### src/rtl/sdram_frame_sched.sv
`default_nettype none
// ============================================================================
// Module  : sdram_frame_sched
// Brief   : Arbitrates one-row SDRAM bursts between the camera writer and the
//           VGA reader. It generates row addresses and tracks frame boundaries.
//           Optional SDRAM_SCHED_PINGPONG_EN adds double-buffered frames.
// Revision: 1.0 - initial release
// ============================================================================
module sdram_frame_sched #(
    parameter int ADDR_W     = 24,
    parameter int FIFO_W     = 11,
    parameter int ROW_LSB    = 9,
    parameter int FRAME_ROWS = 128,
    parameter int WR_THRESH  = 512,
    parameter int RD_THRESH  = 512,
    parameter int WR_MAX_RUN = 4,
    parameter int BUF_BIT    = 22
) (
    input  logic              clk,
    input  logic              rst,
    input  logic [FIFO_W-1:0] cam_fifo_used,
    input  logic [FIFO_W-1:0] vga_fifo_used,
    input  logic              cam_frame_start,
    input  logic              vga_frame_start,
    output logic              wr_sdram_req,
    input  logic              wr_sdram_ack,
    output logic [ADDR_W-1:0] wr_sdram_add,
    output logic              rd_sdram_req,
    input  logic              rd_sdram_ack,
    output logic [ADDR_W-1:0] rd_sdram_add,
    output logic              frame_ready,
    output logic              wr_ovf
);

    localparam int                 c_row_w      = 13;
    localparam int                 c_run_w      = $clog2(WR_MAX_RUN + 1);
    localparam logic [c_row_w-1:0] c_frame_rows = c_row_w'(FRAME_ROWS);
    localparam logic [FIFO_W-1:0]  c_wr_thresh  = FIFO_W'(WR_THRESH);
    localparam logic [FIFO_W-1:0]  c_rd_thresh  = FIFO_W'(RD_THRESH);
    localparam logic [c_run_w-1:0] c_max_run    = c_run_w'(WR_MAX_RUN);

    typedef enum logic [1:0] {
        S_IDLE = 2'd0,
        S_WR   = 2'd1,
        S_RD   = 2'd2,
        S_GAP  = 2'd3
    } state_t;

    state_t             r_state, w_state_nxt;
    logic [c_row_w-1:0] r_wr_row, r_rd_row;
    logic [c_row_w-1:0] w_wr_row_eff, w_rd_row_eff, w_wr_row_inc;
    logic [c_run_w-1:0] r_run;
    logic [ADDR_W-1:0]  r_wr_add, r_rd_add;
    logic               r_wr_pend, r_rd_pend, r_frame_ready, r_wr_ovf;
    logic               w_wr_restart, w_rd_restart, w_wr_el, w_rd_el;
    logic               w_wr_grant, w_rd_grant, w_wr_done, w_rd_done, w_wr_wrap;
    logic               w_wr_buf, w_rd_buf_eff;

    function automatic logic [ADDR_W-1:0] f_add(input logic [c_row_w-1:0] row,
                                                 input logic bsel);
        logic [ADDR_W-1:0] a;
        a                   = '0;
        a[ROW_LSB+:c_row_w] = row;
        a[BUF_BIT]          = bsel;
        return a;
    endfunction

    // A frame start seen outside its own burst takes effect immediately, so a
    // grant on the same edge already targets row 0.
    assign w_wr_restart = cam_frame_start && (r_state != S_WR);
    assign w_rd_restart = vga_frame_start && (r_state != S_RD);
    assign w_wr_row_eff = w_wr_restart ? '0 : r_wr_row;
    assign w_rd_row_eff = w_rd_restart ? '0 : r_rd_row;
    assign w_wr_row_inc = r_wr_row + 13'd1;

    assign w_wr_el   = (cam_fifo_used >= c_wr_thresh) && (w_wr_row_eff < c_frame_rows);
    assign w_rd_el   = r_frame_ready && (vga_fifo_used <= c_rd_thresh) &&
                       (w_rd_row_eff < c_frame_rows);
    assign w_wr_done = (r_state == S_WR) && wr_sdram_ack;
    assign w_rd_done = (r_state == S_RD) && rd_sdram_ack;
    assign w_wr_wrap = w_wr_done && !(r_wr_pend || cam_frame_start) &&
                       (w_wr_row_inc == c_frame_rows);

    always_ff @(posedge clk or posedge rst) begin
        if (rst) r_state <= S_IDLE;
        else     r_state <= w_state_nxt;
    end

    always_comb begin
        w_state_nxt = r_state;
        w_wr_grant  = 1'b0;
        w_rd_grant  = 1'b0;
        case (r_state)
            S_IDLE: begin
                if (w_wr_el && !(w_rd_el && (r_run == c_max_run))) begin
                    w_wr_grant  = 1'b1;
                    w_state_nxt = S_WR;
                end else if (w_rd_el) begin
                    w_rd_grant  = 1'b1;
                    w_state_nxt = S_RD;
                end
            end
            S_WR:    if (wr_sdram_ack) w_state_nxt = S_GAP;
            S_RD:    if (rd_sdram_ack) w_state_nxt = S_GAP;
            S_GAP:   w_state_nxt = S_IDLE;
            default: w_state_nxt = S_IDLE;
        endcase
    end

    always_ff @(posedge clk or posedge rst) begin
        if (rst) begin
            r_wr_row      <= '0;
            r_rd_row      <= '0;
            r_wr_pend     <= 1'b0;
            r_rd_pend     <= 1'b0;
            r_run         <= '0;
            r_wr_add      <= '0;
            r_rd_add      <= '0;
            r_frame_ready <= 1'b0;
            r_wr_ovf      <= 1'b0;
        end else begin
            if (w_wr_done) begin
                r_wr_row  <= (r_wr_pend || cam_frame_start) ? '0 : w_wr_row_inc;
                r_wr_pend <= 1'b0;
            end else if (cam_frame_start) begin
                if (r_state == S_WR) r_wr_pend <= 1'b1;
                else                 r_wr_row  <= '0;
            end

            if (w_rd_done) begin
                r_rd_row  <= (r_rd_pend || vga_frame_start) ? '0 : r_rd_row + 13'd1;
                r_rd_pend <= 1'b0;
            end else if (vga_frame_start) begin
                if (r_state == S_RD) r_rd_pend <= 1'b1;
                else                 r_rd_row  <= '0;
            end

            // Write streak only matters while a read is waiting for its turn.
            if (r_state == S_IDLE) begin
                if (!w_rd_el || w_rd_grant) r_run <= '0;
                else if (w_wr_grant)        r_run <= r_run + c_run_w'(1);
            end

            if (w_wr_grant) r_wr_add <= f_add(w_wr_row_eff, w_wr_buf);
            if (w_rd_grant) r_rd_add <= f_add(w_rd_row_eff, w_rd_buf_eff);
            if (w_wr_wrap)  r_frame_ready <= 1'b1;
            if (cam_fifo_used == {FIFO_W{1'b1}}) r_wr_ovf <= 1'b1;
        end
    end

`ifdef SDRAM_SCHED_PINGPONG_EN
    logic r_wr_buf, r_rd_buf;

    always_ff @(posedge clk or posedge rst) begin
        if (rst) begin
            r_wr_buf <= 1'b0;
            r_rd_buf <= 1'b0;
        end else begin
            if (w_wr_wrap) r_wr_buf <= ~r_wr_buf;
            if (w_rd_done) begin
                if (r_rd_pend || vga_frame_start) r_rd_buf <= ~r_wr_buf;
            end else if (w_rd_restart) begin
                r_rd_buf <= ~r_wr_buf;
            end
        end
    end

    assign w_wr_buf     = r_wr_buf;
    assign w_rd_buf_eff = w_rd_restart ? ~r_wr_buf : r_rd_buf;
`else
    assign w_wr_buf     = 1'b0;
    assign w_rd_buf_eff = 1'b0;
`endif

    assign wr_sdram_req = (r_state == S_WR);
    assign rd_sdram_req = (r_state == S_RD);
    assign wr_sdram_add = r_wr_add;
    assign rd_sdram_add = r_rd_add;
    assign frame_ready  = r_frame_ready;
    assign wr_ovf       = r_wr_ovf;

endmodule
`default_nettype wire

### config.mk
export PLATFORM = sky130hd
export DESIGN_NAME = sdram_frame_sched
export DESIGN_NICKNAME = d
export VERILOG_FILES = /design/src/rtl/sdram_frame_sched.sv
export SDC_FILE = /design/constraint.sdc
export NUM_CORES = 1
export LEC_CHECK = 0
export ABC_AREA = 1
export CAP_MARGIN = 20
export CORE_MARGIN = 2
export CORE_UTILIZATION = 30
export DETAILED_ROUTE_END_ITERATION = 12
export GPL_TIMING_DRIVEN = 0
export PLACE_DENSITY = 0.61
export SLEW_MARGIN = 20
export SYNTH_ARGS = -nofsm -noshare
export SYNTH_HDL_FRONTEND = slang
export SYNTH_SLANG_ARGS = --single-unit
### constraint.sdc
create_clock -name clk -period 3.28 [get_ports clk]
set_clock_uncertainty 0.05 [all_clocks]
set_input_delay 0.82 -clock clk [delete_from_list [all_inputs] [get_ports clk]]
set_output_delay 0.82 -clock clk [all_outputs]
set_load 0.01 [all_outputs]
==> results.txt, run 1 <==
Setup violations remaining at the end of the flow were counted as 0. Yosys printed 0 warnings. The die is between 100 and 150 microns wide. Clock tree synthesis selected as its root buffer the cell sky130_fd_sc_hd__clkbuf_8. The library cell used most frequently in the layout, excluding fill and tap cells, is sky130_fd_sc_hd__nand2_1. At the later pin of the worst-skew pair, clock insertion delay measures between 0.3 and 0.4 ns. The synthesis-to-layout area growth came out at 32.4%. The die footprint is ~12,000 sq um. The worst voltage drop across the vdd grid is between 0.15 and 0.2 mV.

The xor-xnor portion of the synthesized cell area came out at under 10%. The number of vias per cell after detailed routing came out at about 4.4. TritonCTS built the clock tree. The global placement routability congestion came out at 0.864. The critical path is of the flip-flop to output port type. The flow ran to the end, and the final reports show no timing, DRC or antenna violations.

The H-tree depth reported by CTS is 3. The count of antenna diodes in the layout came out at 0. Summing over every cut layer, the via total after detailed routing is about 2,800. Among all stages on the critical path, the largest delay is contributed by sky130_fd_sc_hd__clkdlybuf4s50_1. The start point of the critical path is r_state[1]$_DFFE_PP0P_.

Leaving out fill and tap cells, the most frequent cells in the layout are sky130_fd_sc_hd__nand2_1, sky130_fd_sc_hd__dfrtp_1, sky130_fd_sc_hd__clkdlybuf4s50_1. Buffers placed on the I/O ports in this run total 57. The hold buffer count at cts is 0. The post-CTS repair timing setup buffer count came out at 0. The clock network fraction of design power is about a third. Cell internal power was estimated by the tool at about 1.4 mW.

The analysis attributes to net switching a power of around 0.66 mW. The class of the tightest hold or removal check is flip-flop to flip-flop. The combinational cell fraction of total power came out at between 20% and 30%. The count of nets left with antenna violations after detail routing is 0. The most used flip-flop cell after synthesis is sky130_fd_sc_hd__dfrtp_1. The cell count after placement came out at around 600. Synthesis instantiated 33 different standard cells from the library. Wires add up to 6.93 mm.

The share of layout cells above drive strength 1 is between 10% and 20%. Detailed placement finished with a half-perimeter wire length of 5.16 mm. STA classifies the critical path endpoint as an output port. Averaged over all synthesized cells, the footprint is 8.29 sq um. The final period utilization came out at about four fifths.

Power spread over the standard cell area amounts to 480 nW/um^2. After synthesis, the largest family of logic cells by area is simple AND/OR/NAND/NOR gates. The startpoint of the lowest-slack register-to-register path is r_state[1]$_DFFE_PP0P_. The core area is around 11,000 sq um. The worst min-delay path startpoint is rd_sdram_add[17]$_DFFE_PP0P_. The final-report hold violation count is 0. The post-synthesis simple-gate area fraction is between 20% and 30%. Clock tree synthesis found a total of 61 sinks. The cell area after synthesis is between 3000 and 4000 sq um. For this run, the slowest stage of the critical path takes around 0.57 ns. For this block, the initial DRC count from the detailed router was just over 100. The number of max-slew violations in the final report is 0. At the pin with the least slew margin, the transition time is 0.523 ns. The adder and majority cell fraction of the synthesized area came out at 3.82%. The number of enable-type register cells in the synthesized netlist came out at 0. The pin count of the biggest net entering global routing is 56.

The post-route core utilization is roughly two fifths. The final global-route overflow total came out at 0. Synthesis produced a netlist whose cell count is a little under 400. The detailed-router iteration count before antenna repair came out at 4. The arrival time at the worst endpoint came out at about 1.7 ns. The part of the power in registers came out at 39.6%. Counting flops with an async set or reset pin after synthesis yields a share of between 90% and 100%. The relative slew slack is between 60 and 70%. Data on the critical path is required at its endpoint by ~2.4 ns. Setup repair after global routing left no endpoint under its margin.

The count of maximum capacitance violations is 0. For this run, the top clock speed supported by timing is just under 0.4 GHz. Of the synthesized area, sequential elements account for approximately 47%. The largest fanout of any net on the critical path is 4. The clock buffer count from CTS came out at 9. The count of cells in the finished layout, fillers not included, comes to 630. The number of remaining DRC errors is 0. The switching power as a share of total power is between 30% and 40%.

The share of the synthesized area in compound gates (AO/OA/AOI/OAI) is a little under an eighth. The starting density of the core came out at 30.5%. The maximum buffer depth of the clock tree is 2. The height of the die came out at ~110 microns.

The final layout net count is approximately 520. Once the clock tree was built, the resizer swapped 0 gates to a different size. The average detailed-routed wire length per instance came out at 11.0 microns.

The critical path goes through inv_1 > ha_1 > clkdlybuf4s50_1. The number of I/O pins came out at 80. Summed over all cells, the static leakage comes to around 2.1 nW. The number of antenna violations at the first check in global routing came out at 0. The global routing usage summed across all routing layers is between 10% and 20%. The number of global-route vias before repair came out at ~2,600. The number of placement rows is 38. The mux contribution to synthesized area came out at 0%.

The worst setup path is launched from a flip-flop. The total of flip-flops plus latches after synthesis came out at 61. The wire length of the first global-routing pass came out at roughly 12 mm.

The clock slew at the register clock pins of the worst setup and hold paths is ~0.07 ns. The final critical path time including I/O delays and setup came out at about 2.6 ns.
==> registers in the layout, summed over array words and instances (netlist names) <==
| register | cells |
|---|---|
| r_rd_pend | 1 |
| r_wr_pend | 1 |
| r_rd_row | 13 |
| r_run | 3 |
| r_state | 2 |
| wr_sdram_add | 13 |
| rd_sdram_add | 13 |
| wr_ovf | 1 |
| r_wr_row | 13 |
| frame_ready | 1 |
==> critical path, delay by kind of cell (launching register included) <==
family     cells  cell delay [ns]
fa+ha+maj      1             0.24
buf+inv        2             0.69
flops          1             0.42
==> area by class of cell <==
class	instances	area (sq um)
Sequential cell	61	1530
Timing Repair Buffer	58	598
Buffer	29	223
Fill cell	1110	6410
Clock buffer	11	131
Clock inverter	5	75.1
Inverter	53	201
Multi-Input combinational cell	273	1410
Tap cell	140	175
==> path summary, 6_finish.rpt <==
kind                                                      to  slack, ns  cells past startpoint
max in group asynchronous       rd_sdram_add[13]$_DFFE_PP0P_       2.04                      3
worst max-delay path                            wr_sdram_req       0.71                      3
worst min-delay path            rd_sdram_add[17]$_DFFE_PP0P_       0.42                      2
min in group asynchronous       wr_sdram_add[19]$_DFFE_PP0P_       0.65                      2
worst min register to register  rd_sdram_add[17]$_DFFE_PP0P_       0.42                      2
worst max register to register       frame_ready$_DFFE_PP0P_       1.20                     10
==> cell usage after synthesis (2+ instances only) <==
library cell | count | area [sq um]
sky130_fd_sc_hd__buf_6 | 3 | 33.8
sky130_fd_sc_hd__nor3_1 | 6 | 30.0
sky130_fd_sc_hd__nand2_1 | 99 | 372
sky130_fd_sc_hd__ha_1 | 10 | 125
sky130_fd_sc_hd__o21ai_0 | 20 | 100
sky130_fd_sc_hd__nor2_1 | 24 | 90.1
sky130_fd_sc_hd__nand4_1 | 5 | 31.3
sky130_fd_sc_hd__xor2_1 | 9 | 78.8
sky130_fd_sc_hd__inv_1 | 52 | 195
sky130_fd_sc_hd__a21oi_1 | 10 | 50.1
sky130_fd_sc_hd__a32o_1 | 2 | 20.0
sky130_fd_sc_hd__o21ai_1 | 7 | 35.0
sky130_fd_sc_hd__o21ai_2 | 7 | 61.3
sky130_fd_sc_hd__nand3_2 | 2 | 20.0
sky130_fd_sc_hd__o22ai_1 | 10 | 62.6
sky130_fd_sc_hd__nand3_1 | 23 | 115
sky130_fd_sc_hd__buf_4 | 24 | 180
sky130_fd_sc_hd__nor3_2 | 4 | 40.0
sky130_fd_sc_hd__nand2_2 | 4 | 25.0
sky130_fd_sc_hd__dfrtp_1 | 61 | 1530
==> per-stage QoR <==
step | instance area (sq um) | setup WS (ns) | hold slack (ns) | power, mW | setup TNS [ns]
2_1_floorplan | 3350 | 0.897 | 0.426 | 1.20 | 0
4_1_cts | 4340 | 0.704 | 0.420 | 2.11 | 0
3_3_place_gp | 4100 | -0.286 | 0.400 | 1.36 | -17.13
3_5_place_dp | 4130 | 0.628 | 0.402 | 1.38 | 0
6_report | 4340 | 0.712 | 0.415 | 2.08 | 0
5_1_grt | 4340 | 0.627 | 0.437 | 2.22 | 0
==> metal layers <==
metal  wire length, microns  up-vias  track usage, %  share of wire (%)
met5                      0        -               0                  0
met4                    159        0            6.32                2.3
met3                    477       15            4.34                6.9
met2                   3180       87            20.3                 46
met1                   3110     1265            15.2                 45
li1                       -     1413               -                  -
==> power groups by stage <==
stage / combinational (mW) / clock, mW / sequential [mW]
2_1_floorplan: 0.366 / 0 / 0.835
3_3_place_gp: 0.523 / 0 / 0.838
3_5_place_dp: 0.538 / 0 / 0.839
4_1_cts: 0.541 / 0.742 / 0.825
5_1_grt: 0.608 / 0.782 / 0.832
6_report: 0.535 / 0.722 / 0.825
==> cells by family after synthesis <==
group,Yosys count
flops,61
buf+inv,82
fa+ha+maj,10
other cells,1
compound gates,63
simple gates,168
xor+xnor,10
Power figures use the tool's default switching activity.
==> inputs of run 2 (changes only) <==
- PLACE_DENSITY: 0.61 -> 0.63
- clock period: 3.28 -> 2.29 ns (I/O delays scaled with it)
==> run 2 against run 1 <==
Power up 39%; non-clock buffer count up 1; register-to-register slack worse by 1.0 ns; design area up 0.23%; critical path depth up 11; critical endpoint is now rd_sdram_add[10]$_DFFE_PP0P_; sequential cell count unchanged; sequential share of layout area down 0.081 points.
==> results.txt, run 2 (synthesis results as in run 1) <==
The run finished with clean final reports. Power spread over the standard cell area amounts to around 660 nW/um^2. The count of buffers from port buffering came out at 57.

The synthesis-to-layout area growth came out at 32.7%. The part of the power in registers came out at around 41%. The post-detailed-routing wire length came out at between 6 and 7 mm. The first global-routing pass estimated roughly 12 mm of wire.

In this run the worst path has a maximum fanout of 10. The global routing usage summed across all routing layers is between 10 and 15%. The number of violations reported at the end of detailed-routing iteration 0 is 130. The floorplan step defined a core boundary enclosing 10,700 sq um. For the worst flop-to-flop path, the logic depth is 14. The clock slew at the register clock pins of the worst setup and hold paths came out at about 0.070 ns. The tree is rooted in a sky130_fd_sc_hd__clkbuf_8. The timing-limited maximum frequency is approximately 0.47 GHz.

The clock tree synthesis step divided the H-tree into 3 levels. The number of vias per cell after detailed routing came out at between 4 and 5. The finished layout cell area came out at around 4300 sq um. TritonCTS built the clock tree. The most numerous cell type found on the critical path is sky130_fd_sc_hd__nand3_2. The worst voltage drop across the vdd grid is ~0.32 mV.

The starting density of the core is a little under a third. The number of antenna violations at the first check in global routing came out at 0. After detailed placement, the total cell area comes to between 4000 and 5000 sq um.

The final layout net count came out at around 520. The worst setup path is captured at a flip-flop. For this design the static power due to leakage is ~2.1 nW. The width of the chip came out at roughly 110 microns. The signal on the critical path passes through inv_1 > ha_2 > inv_2 > nand2_2 > buf_6 > nand2_1 > nand3_2 > nor2_4 > nand3_2 > nand2_2 > nand3_2 > buf_6 > nand2_1 > o21ai_2. In the final timing run, aggregate negative setup slack is 0 ns. The internal power contribution is between 1.5 and 2 mW. The clock reaches the later pin of the worst-skew pair after 0.34 ns. The worst path meets setup with approximately 0.18 ns of slack. The number of global-route vias before repair is about 2,700.

The final-report hold violation count is 0. The clock passes through at most 2 buffers. The worst path uses between 90% and 100% of the clock period.

The count of nets left with antenna violations after detail routing came out at 0. Leaving out fill and tap cells, the most frequent cell in the layout is sky130_fd_sc_hd__nand2_1. The min-delay analysis places its worst path in the category input port to async pin.

The post-placement setup slack came out at -0.173 ns. STA classifies the critical path startpoint as a flip-flop. The number of vias after detailed routing is 2,813. The setup path with the least slack is of type flip-flop to flip-flop. The height of the die came out at roughly 110 microns.

The total power is 2.89 mW. The average detailed-routed wire length per instance came out at 11.1 microns. For the pin with the worst max-slew slack, the measured transition is 0.531 ns. The post-detailed-placement half-perimeter wirelength came out at between 5 and 6 mm. The final critical path time including I/O delays and setup is around 2.1 ns. The die footprint is between 10,000 and 15,000 sq um. Entering global routing, the biggest net connects 54 pins. The number of max-slew violations in the final report was 0. The count of maximum capacitance violations came out at 0.

The clock buffer count from CTS is 9. The delay of the slowest cell on the worst path is 0.40 ns. At the end of the flow the core is filled with cells to roughly 40%. The final global-route overflow total came out at 0. The share of layout cells above drive strength 1 came out at between 10 and 15%.

The library cells used most frequently in the layout, excluding fill and tap cells, are sky130_fd_sc_hd__nand2_1, sky130_fd_sc_hd__dfrtp_1, sky130_fd_sc_hd__clkdlybuf4s50_1. Of the total power, combinational logic draws 27.3%. The number of placement rows came out at 38. 0 antenna diodes ended up in the layout. The congestion estimate from routability-driven global placement came to just over 0.8. The final count of negative-setup-slack endpoints came out at 0. The number of I/O pins is 80. The largest individual stage delay along the critical path comes from the cell sky130_fd_sc_hd__dfrtp_1. The switching power is approximately 0.93 mW. For this run, design rule violations remaining after detail routing come to 0. Net switching is 32.2% of the power. The required arrival time at the worst endpoint is ~2.5 ns. At the worst endpoint, the arrival time is ~2.3 ns.

The clock network fraction of design power came out at between 30% and 40%. The detailed-router iteration count before antenna repair is 4. The clock sink total is approximately 60.

In this run the tightest slew margin relative to its limit is around 64%.
==> run 2: cell type report <==
type                       instances  area (sq um)
fill                            1091          6400
clock inverter                     2          35.0
multi-input combinational        273          1440
inverter                          53           201
sequential                        61          1530
timing repair buffer              59           606
tap                              140           175
buffer                            29           223
clock buffer                      12           145
==> run 2: path summary, 6_finish.rpt <==
path	startpoint	end	slack (ns)
max	r_state[0]$_DFFE_PP0P_	rd_sdram_add[10]$_DFFE_PP0P_	0.18
min	rst	wr_sdram_add[16]$_DFFE_PP0P_	0.42
max reg2reg	r_state[0]$_DFFE_PP0P_	rd_sdram_add[10]$_DFFE_PP0P_	0.18
min reg2reg	wr_sdram_add[19]$_DFFE_PP0P_	wr_sdram_add[19]$_DFFE_PP0P_	0.42
max in group asynchronous	rst	r_rd_row[6]$_DFFE_PP0P_	1.28
min in group clk	wr_sdram_add[19]$_DFFE_PP0P_	wr_sdram_add[19]$_DFFE_PP0P_	0.42
==> run 2: repair_timing <==
action,4_1_cts,5_1_grt
setup endpoints to repair,2,32
setup buffers,0,1
hold buffers,0,0
pin swaps,0,2
gates resized for setup,3,8
==> run 2: through the flow <==
step                hold WS (ns)  std cells
global route               0.418        629
CTS                        0.419        628
floorplan                  0.426        416
global placement           0.400        613
detailed placement         0.401        614
finish                     0.417        629
==> run 2: power by group through the flow <==
stage	Clock (mW)	Sequential, mW	Combinational (mW)
3_5_place_dp	0	1.20	0.770
6_report	0.917	1.18	0.789
5_1_grt	0.994	1.19	0.896
2_1_floorplan	0	1.20	0.524
3_3_place_gp	0	1.20	0.748
4_1_cts	0.945	1.18	0.763
==> run 2: per-layer routing <==
metal	GRT usage, %	part of all wire (%)	vias to the layer above
met2	20.7	47	84
li1	-	-	1408
met5	0	0	-
met1	15.4	44	1310
met3	4.28	6.5	11
met4	6.59	1.9	0
==> run 2: worst max-delay path, delay by kind of cell (launching register included) <==
family	cells	cell delay (ns)
buffers and inverters	4	0.48
flip-flops	1	0.40
AO/OA/AOI/OAI	1	0.05
adder cells (fa/ha/maj)	1	0.22
AND/OR/NAND/NOR	8	0.79
==> inputs of run 3 (changes only) <==
- CORE_MARGIN: 2 -> 3
- CTS_CLUSTER_DIAMETER: unset -> 80
==> run 3 against run 2 <==
Critical endpoint is now wr_sdram_add[10]$_DFFE_PP0P_; sequential power about the same; largest cell class unchanged; clock-buffer cell count down 2; sequential share of layout area down 0.11 points; die area up 3.7%.
==> results.txt, run 3 (synthesis results as in run 1) <==
The count of buffers from port buffering came out at 57. The post-placement setup slack is -0.167 ns. The actual transition at the worst max-transition pin came out at roughly 0.52 ns. The TritonCTS clock tree is built. Leaving out fill and tap cells, the most frequent cells in the layout are sky130_fd_sc_hd__nand2_1, sky130_fd_sc_hd__dfrtp_1, sky130_fd_sc_hd__clkdlybuf4s50_1. The internal power contribution came out at 2.06 mW. The final count of negative-setup-slack endpoints came out at 0. The number of antenna violations at the first check in global routing is 0. The relative slew slack is roughly 65%.

The switching power came out at between 0.9 and 1 mW. The final-report hold violation count came out at 0. The worst voltage drop across the vdd grid is roughly 0.42 mV. The number of vias per cell after detailed routing is approximately 4.5. The startpoint identified for the worst hold timing path is wr_sdram_add[20]$_DFFE_PP0P_. The post-detailed-placement half-perimeter wirelength is around 5.5 mm. The final layout net count came out at 525.

The number of max-slew violations in the final report is 0. The average detailed-routed wire length per instance is roughly 11 microns. Per report_power, the sequential group accounts for 38.9% of the total. With fillers left out, the area of the finished cells amounts to 4360 sq um.

The worst register-to-register path ends at wr_sdram_add[10]$_DFFE_PP0P_. The first global-routing pass estimated between 10 and 15 mm of wire. The total power came out at about 3 mW. The required arrival time at the worst endpoint is about 2.5 ns.

Before antenna repair, the detailed router went through 5 iterations. The area after detailed placement came out at 4130 sq um. The largest fanout of any net on the critical path is 10.

The maximum buffer depth of the clock tree is 2. The count of antenna diodes in the layout came out at 0. Of the total power, the share spent switching nets is 31.9%. The worst reg-to-reg path cell count came out at 11. The share of total power dissipated in the clock network is a little over a third. The cell occurring most often along the worst timing path is sky130_fd_sc_hd__nand2_1.

The library cell used most frequently in the layout, excluding fill and tap cells, is sky130_fd_sc_hd__nand2_1. The cell count of the worst hold path came out at 2. Tracing the worst setup path back leads to its startpoint at cam_frame_start. The height of the die is 110 microns. The power per unit of standard cell area came out at just under 700 nW/um^2. The worst reg-to-reg setup slack came out at 0.24 ns. The count of nets left with antenna violations after detail routing is 0. Setup repair after global routing left no endpoint under its margin. The synthesis-to-layout area growth came out at 33.1%. In this run the number of H-tree levels came out at 3. The static power due to leakage is 2.11 nW.

The final period utilization came out at 93.1%. The insertion delay of the later-clocked pin in the worst-skew pair came out at 0.34 ns. Static timing analysis puts the maximum clock frequency at ~0.47 GHz.

The clock buffer count from CTS is 9. The core area is ~10,000 sq um. Traced cell by cell, the critical path runs through clkdlybuf4s50_1 > nand2_1 > o21ai_0 > nand2_1 > nor3_2 > nand3_1 > buf_4 > nand2_1 > o21ai_1.

The global placement routability congestion is between 0.8 and 0.9. Setup slack on the critical path of the routed design comes to around 0.16 ns. The number of remaining DRC errors came out at 0.

The post-detailed-routing wire length came out at a little over 7 mm. Of the cells placed in the final design, the portion with a size suffix greater than 1 is 13.8%. For this run, the slowest stage of the critical path takes between 0.5 and 0.6 ns.

The kind of critical path is input port to flip-flop. The global routing usage summed across all routing layers came out at 12.2%. The number of violations reported at the end of detailed-routing iteration 0 is approximately 160. The count of maximum capacitance violations came out at 0. The combinational cell fraction of total power came out at about a quarter. The clock sink total came out at 61. The clock slew at the register clock pins of the worst setup and hold paths came out at 0.07 ns. The run finished with clean final reports. The number of global-route vias before repair was around 2,800. The path class of the tightest hold or removal check is flip-flop to flip-flop.

For this design, the slowest cell found on the critical path is sky130_fd_sc_hd__clkdlybuf4s50_1. The die covers 12,200 sq um. The root buffer cell chosen for the clock tree is sky130_fd_sc_hd__clkbuf_8. The starting density of the core came out at between 30 and 40%. The worst hold slack is 0.418 ns. The arrival time at the worst endpoint came out at between 2 and 2.5 ns.

STA classifies the critical path endpoint as a flip-flop. Summed over all layers, the global routing overflow is 0. The final critical path time including I/O delays and setup is 2.13 ns.

The number of vias after detailed routing is 2,810. The die is 110 microns wide. The number of I/O pins is 80. The type of element launching the critical path is an input port. The sink of the worst hold path is wr_sdram_add[20]$_DFFE_PP0P_.

The pin count of the biggest net entering global routing is between 40 and 50. The startpoint of the lowest-slack register-to-register path is r_state[0]$_DFFE_PP0P_. The number of placement rows is 37.
run 3: what timing repair did:
item | in CTS | in global routing
cloned | 0 | 0
resized for setup | 3 | 1
buffers inserted | 0 | 2
hold buffers | 0 | 0
setup endpoints to repair | 2 | 20
run 3: power by group through the flow:
| stage | clock [mW] | combinational, mW | sequential (mW) |
|---|---|---|---|
| 4_1_cts | 1.09 | 0.764 | 1.18 |
| 3_5_place_dp | 0 | 0.770 | 1.20 |
| 2_1_floorplan | 0 | 0.524 | 1.20 |
| 6_report | 1.05 | 0.796 | 1.18 |
| 3_3_place_gp | 0 | 0.749 | 1.20 |
| 5_1_grt | 1.13 | 0.912 | 1.19 |
run 3: worst max path at each step:
stage	slack [ns]	to
6_report	0.16	wr_sdram_add[10]$_DFFE_PP0P_
5_1_grt	0.03	frame_ready$_DFFE_PP0P_
4_1_cts	0.15	rd_sdram_add[10]$_DFFE_PP0P_
3_5_place_dp	-0.17	rd_sdram_add[10]$_DFFE_PP0P_
3_3_place_gp	-0.99	rd_sdram_add[19]$_DFFE_PP0P_
2_1_floorplan	0.15	frame_ready$_DFFE_PP0P_
run 3: stage by stage:
| stage | utilization (%) | cells | setup TNS [ns] |
|---|---|---|---|
| floorplan | - | 416 | 0 |
| global placement | 39.1 | 609 | -63.95 |
| detailed placement | 39.4 | 610 | -4.55 |
| CTS | 41.5 | 626 | 0 |
| global route | 41.7 | 628 | 0 |
| finish | 41.7 | 628 | 0 |
run 3: routing by layer:
metal	global-route usage (%)	up-vias	part of all wire, %
met5	0	-	0
met4	3.69	0	0.67
met3	4.55	7	8.5
met2	19.1	109	45
met1	15.7	1279	46
li1	-	1415	-
run 3: worst max-delay path: cells and delay by family:
| kind | cells | cell delay (ns) |
|---|---|---|
| and+or+nand+nor | 5 | 0.72 |
| AOI/OAI and AO/OA | 2 | 0.19 |
| buffers and inverters | 2 | 0.82 |
run 3: layout make-up:
type                    count  area (sq um)
multi-input cells         273          1420
clock buffers              10           128
plain buffers              29           223
well taps                 136           170
inverters                  53           201
flip-flops and latches     61          1530
repair buffers             60           611
fillers                  1085          6100
clock inverters             6          86.3
==> RTL change, RTL diff (settings of run 2) <==
`WR_MAX_RUN`: 4 -> 2.
--- a/src/rtl/sdram_frame_sched.sv
+++ b/src/rtl/sdram_frame_sched.sv
@@ -15,3 +15,3 @@
     parameter int RD_THRESH  = 512,
-    parameter int WR_MAX_RUN = 4,
+    parameter int WR_MAX_RUN = 2,
     parameter int BUF_BIT    = 22
Function: no difference found for any inputs over 10 cycles, from zero or initial values and one cycle with rst high; that may be too few to reach the edited logic, so the function may still have changed.
==> RTL change against run 2 <==
Maximum frequency is 0.22% lower. Register-to-register slack better by 40 ps. Worst setup slack worse by 4.7 ps. Design area is 0.52% lower. Clock power is 28% higher. Synthesized area is 1.5% lower. Wire length is 0.23% higher. Count of clock-buffer cells in the layout is 3 lower. Total power is 6.1% higher. Synthesized cell count is 1.5% lower. Sequential share of layout area is 0.40 points lower. Sequential cell count is 1 lower. Largest power group unchanged.
==> RTL change: results (changes against run 2) <==
Sequential element share of the synthesized area: 46.5% (was 46.6%)
VDD IR max: 0.000403 V (was 0.000324 V)
Avg WL per Cell: 11.3 um (was 11.1 um)
DP Cell Count: 604 (was 614)
Top cells by area, synth: dfrtp_1 (47%), nand2_1 (12%), inv_1 (6.3%), buf_4 (5.6%), nand3_1 (3.9%) (was dfrtp_1 (47%), nand2_1 (11%), inv_1 (6.0%), buf_4 (5.5%), ha_1 (3.8%))
CTS clk-pin slew, worst paths: 70 ps (about the same)
Diode count: 0 (unchanged)
Setup Fix Bufs, Post-CTS: 0 (unchanged)
Post-synthesis cell type count: 35 (was 33)
RR Startpoint: r_state[0] (unchanged)
Async S/R FF share, synth: 100% (unchanged)
Outcome: complete, no violations (unchanged)
Root Buffer Master: clkbuf_8 (unchanged)
Clock Latency Late Sink: 340 ps (about the same)
Clock buffer depth: 2 (unchanged)
Synth warn: 0 (unchanged)
Placed cell areas: 4070 um2 (was 4130 um2)
Switching part of the total: 30.4% (was 32.2%)
Initial antenna violation count: 0 (unchanged)
Post-DP HPWL: 5.32 mm (was 5.27 mm)
Critical Path AT: 2290 ps (about the same)
Hold Startpoint: rd_sdram_add[17]
Commonest cells post-synth: nand2_1 (103), dfrtp_1 (60), inv_1 (54), nand3_1 (25), buf_4 (24) (was nand2_1 (99), dfrtp_1 (61), inv_1 (52), buf_4 (24), nor2_1 (24))
Largest net degree at the start of global routing: 43 (was 54)
CP max-delay cell: clkdlybuf4s50_1 (was dfrtp_1)
Main flop type after synthesis: dfrtp_1 (unchanged)
Via density: 4.42 (was 4.47)
DRT iter0 DRCs: 83 (was 130)
Dominant delay contributor by cell family on the critical path: buffers and inverters (was simple AND/OR/NAND/NOR gates)
Critical-path maximum fanout: 10 (unchanged)
Grt met2 use: 23.0% (was 20.7%)
First-pass GRT wire length: 12.1 mm (was 12.0 mm)
Met3 usage: 4.00% (was 4.28%)
Critical path's largest stage delay: 570 ps (was 400 ps)
Gr usage total: 13.0% (was 12.9%)
Final net count: 516 (was 524)
Global placement routability congestion: 0.795 (was 0.824)
Lkg Pwr: 0.00212 uW (was 0.00210 uW)
Cells after synthesis: 389 (was 395)
Critical Path Start: cam_frame_start (was r_state[0])
IO Port Bufs: 57 (unchanged)
Vias: 2741 (was 2813)
H-tree Lvls: 3 (unchanged)
M1 GR Usage: 15.0% (was 15.4%)
Worst Hold Class: flop to flop (was input pin to async pin)
1st-pass router iterations: 4 (unchanged)
Share of cells above drive strength 1: 14.7% (was 14.1%)
Total CTS buffers: 9 (unchanged)
RTL change: repair_timing:
| action | 4_1_cts | 5_1_grt |
|---|---|---|
| endpoints found under the hold margin | 0 | 0 |
| gates resized for setup | 3 | 2 |
| setup endpoints to repair | 2 | 8 |
| gates cloned | 0 | 0 |
RTL change: cell families (layout without fill, tap and decap cells):
logic type               Yosys count  in the layout  share of synthesized area [%]
XOR/XNOR                           7              7                           1.90
AND/OR/NAND/NOR                  170            170                           23.1
multiplexers                       1              1                          0.310
other                              1             22                          0.116
AO/OA/AOI/OAI                     57             57                           11.3
adder cells (fa/ha/maj)            9              9                           3.49
buffers and inverters             84            158                           13.3
flip-flops                        60             60                           46.5
RTL change: worst reg2reg max path, stage by stage (launching register included):
cell	delay, ps
dfrtp_1	410
inv_1	100
ha_2	220
inv_1	100
nand2_2	80
buf_6	150
nand2_2	50
nand3_1	80
nor2_2	130
nand3_2	100
nand2_2	100
nand3_2	100
buf_6	170
nand2_1	80
o21ai_2	50
RTL change: metal layers:
layer | share of wire, % | vias up
met5 | 0 | -
met4 | 0.76 | 0
met3 | 5.5 | 7
met2 | 52 | 68
met1 | 42 | 1277
li1 | - | 1389
RTL change: worst paths after layout:
check                              endpoint  slack (ps)  cells after the start
max in group asynchronous  rd_sdram_add[11]        1220                      3
max reg2reg                rd_sdram_add[11]         220                     14
min in group asynchronous  wr_sdram_add[16]         470                      2
min                        rd_sdram_add[17]         420                      2
max                        wr_sdram_add[12]         180                      9
min reg2reg                rd_sdram_add[17]         420                      2
RTL change: per-stage QoR:
stage | setup WS (ps) | hold slack [ps] | TNS, ps
CTS | 14.3 | 424 | 0
global placement | -943 | 401 | -61720
floorplan | 183 | 401 | 0
detailed placement | -241 | 405 | -5760
global route | 7.78 | 444 | 0
finish | 179 | 423 | 0
RTL change: power groups by stage:
| stage | Clock (uW) | Sequential [uW] | Combinational [uW] |
|---|---|---|---|
| final | 1170 | 1170 | 725 |
| after global routing | 1260 | 1180 | 814 |
| after CTS | 1210 | 1170 | 733 |
| after detailed placement | 0 | 1190 | 730 |
| after global placement | 0 | 1180 | 715 |
| after floorplan | 0 | 1180 | 496 |
RTL change: cell type report:
type | count | area [um2]
Sequential cell | 60 | 1500
Timing Repair Buffer | 58 | 592
Multi-Input combinational cell | 266 | 1380
Fill cell | 1089 | 6050
Tap cell | 136 | 170
Inverter | 55 | 209
Buffer | 29 | 223
Clock buffer | 9 | 124
Clock inverter | 7 | 124
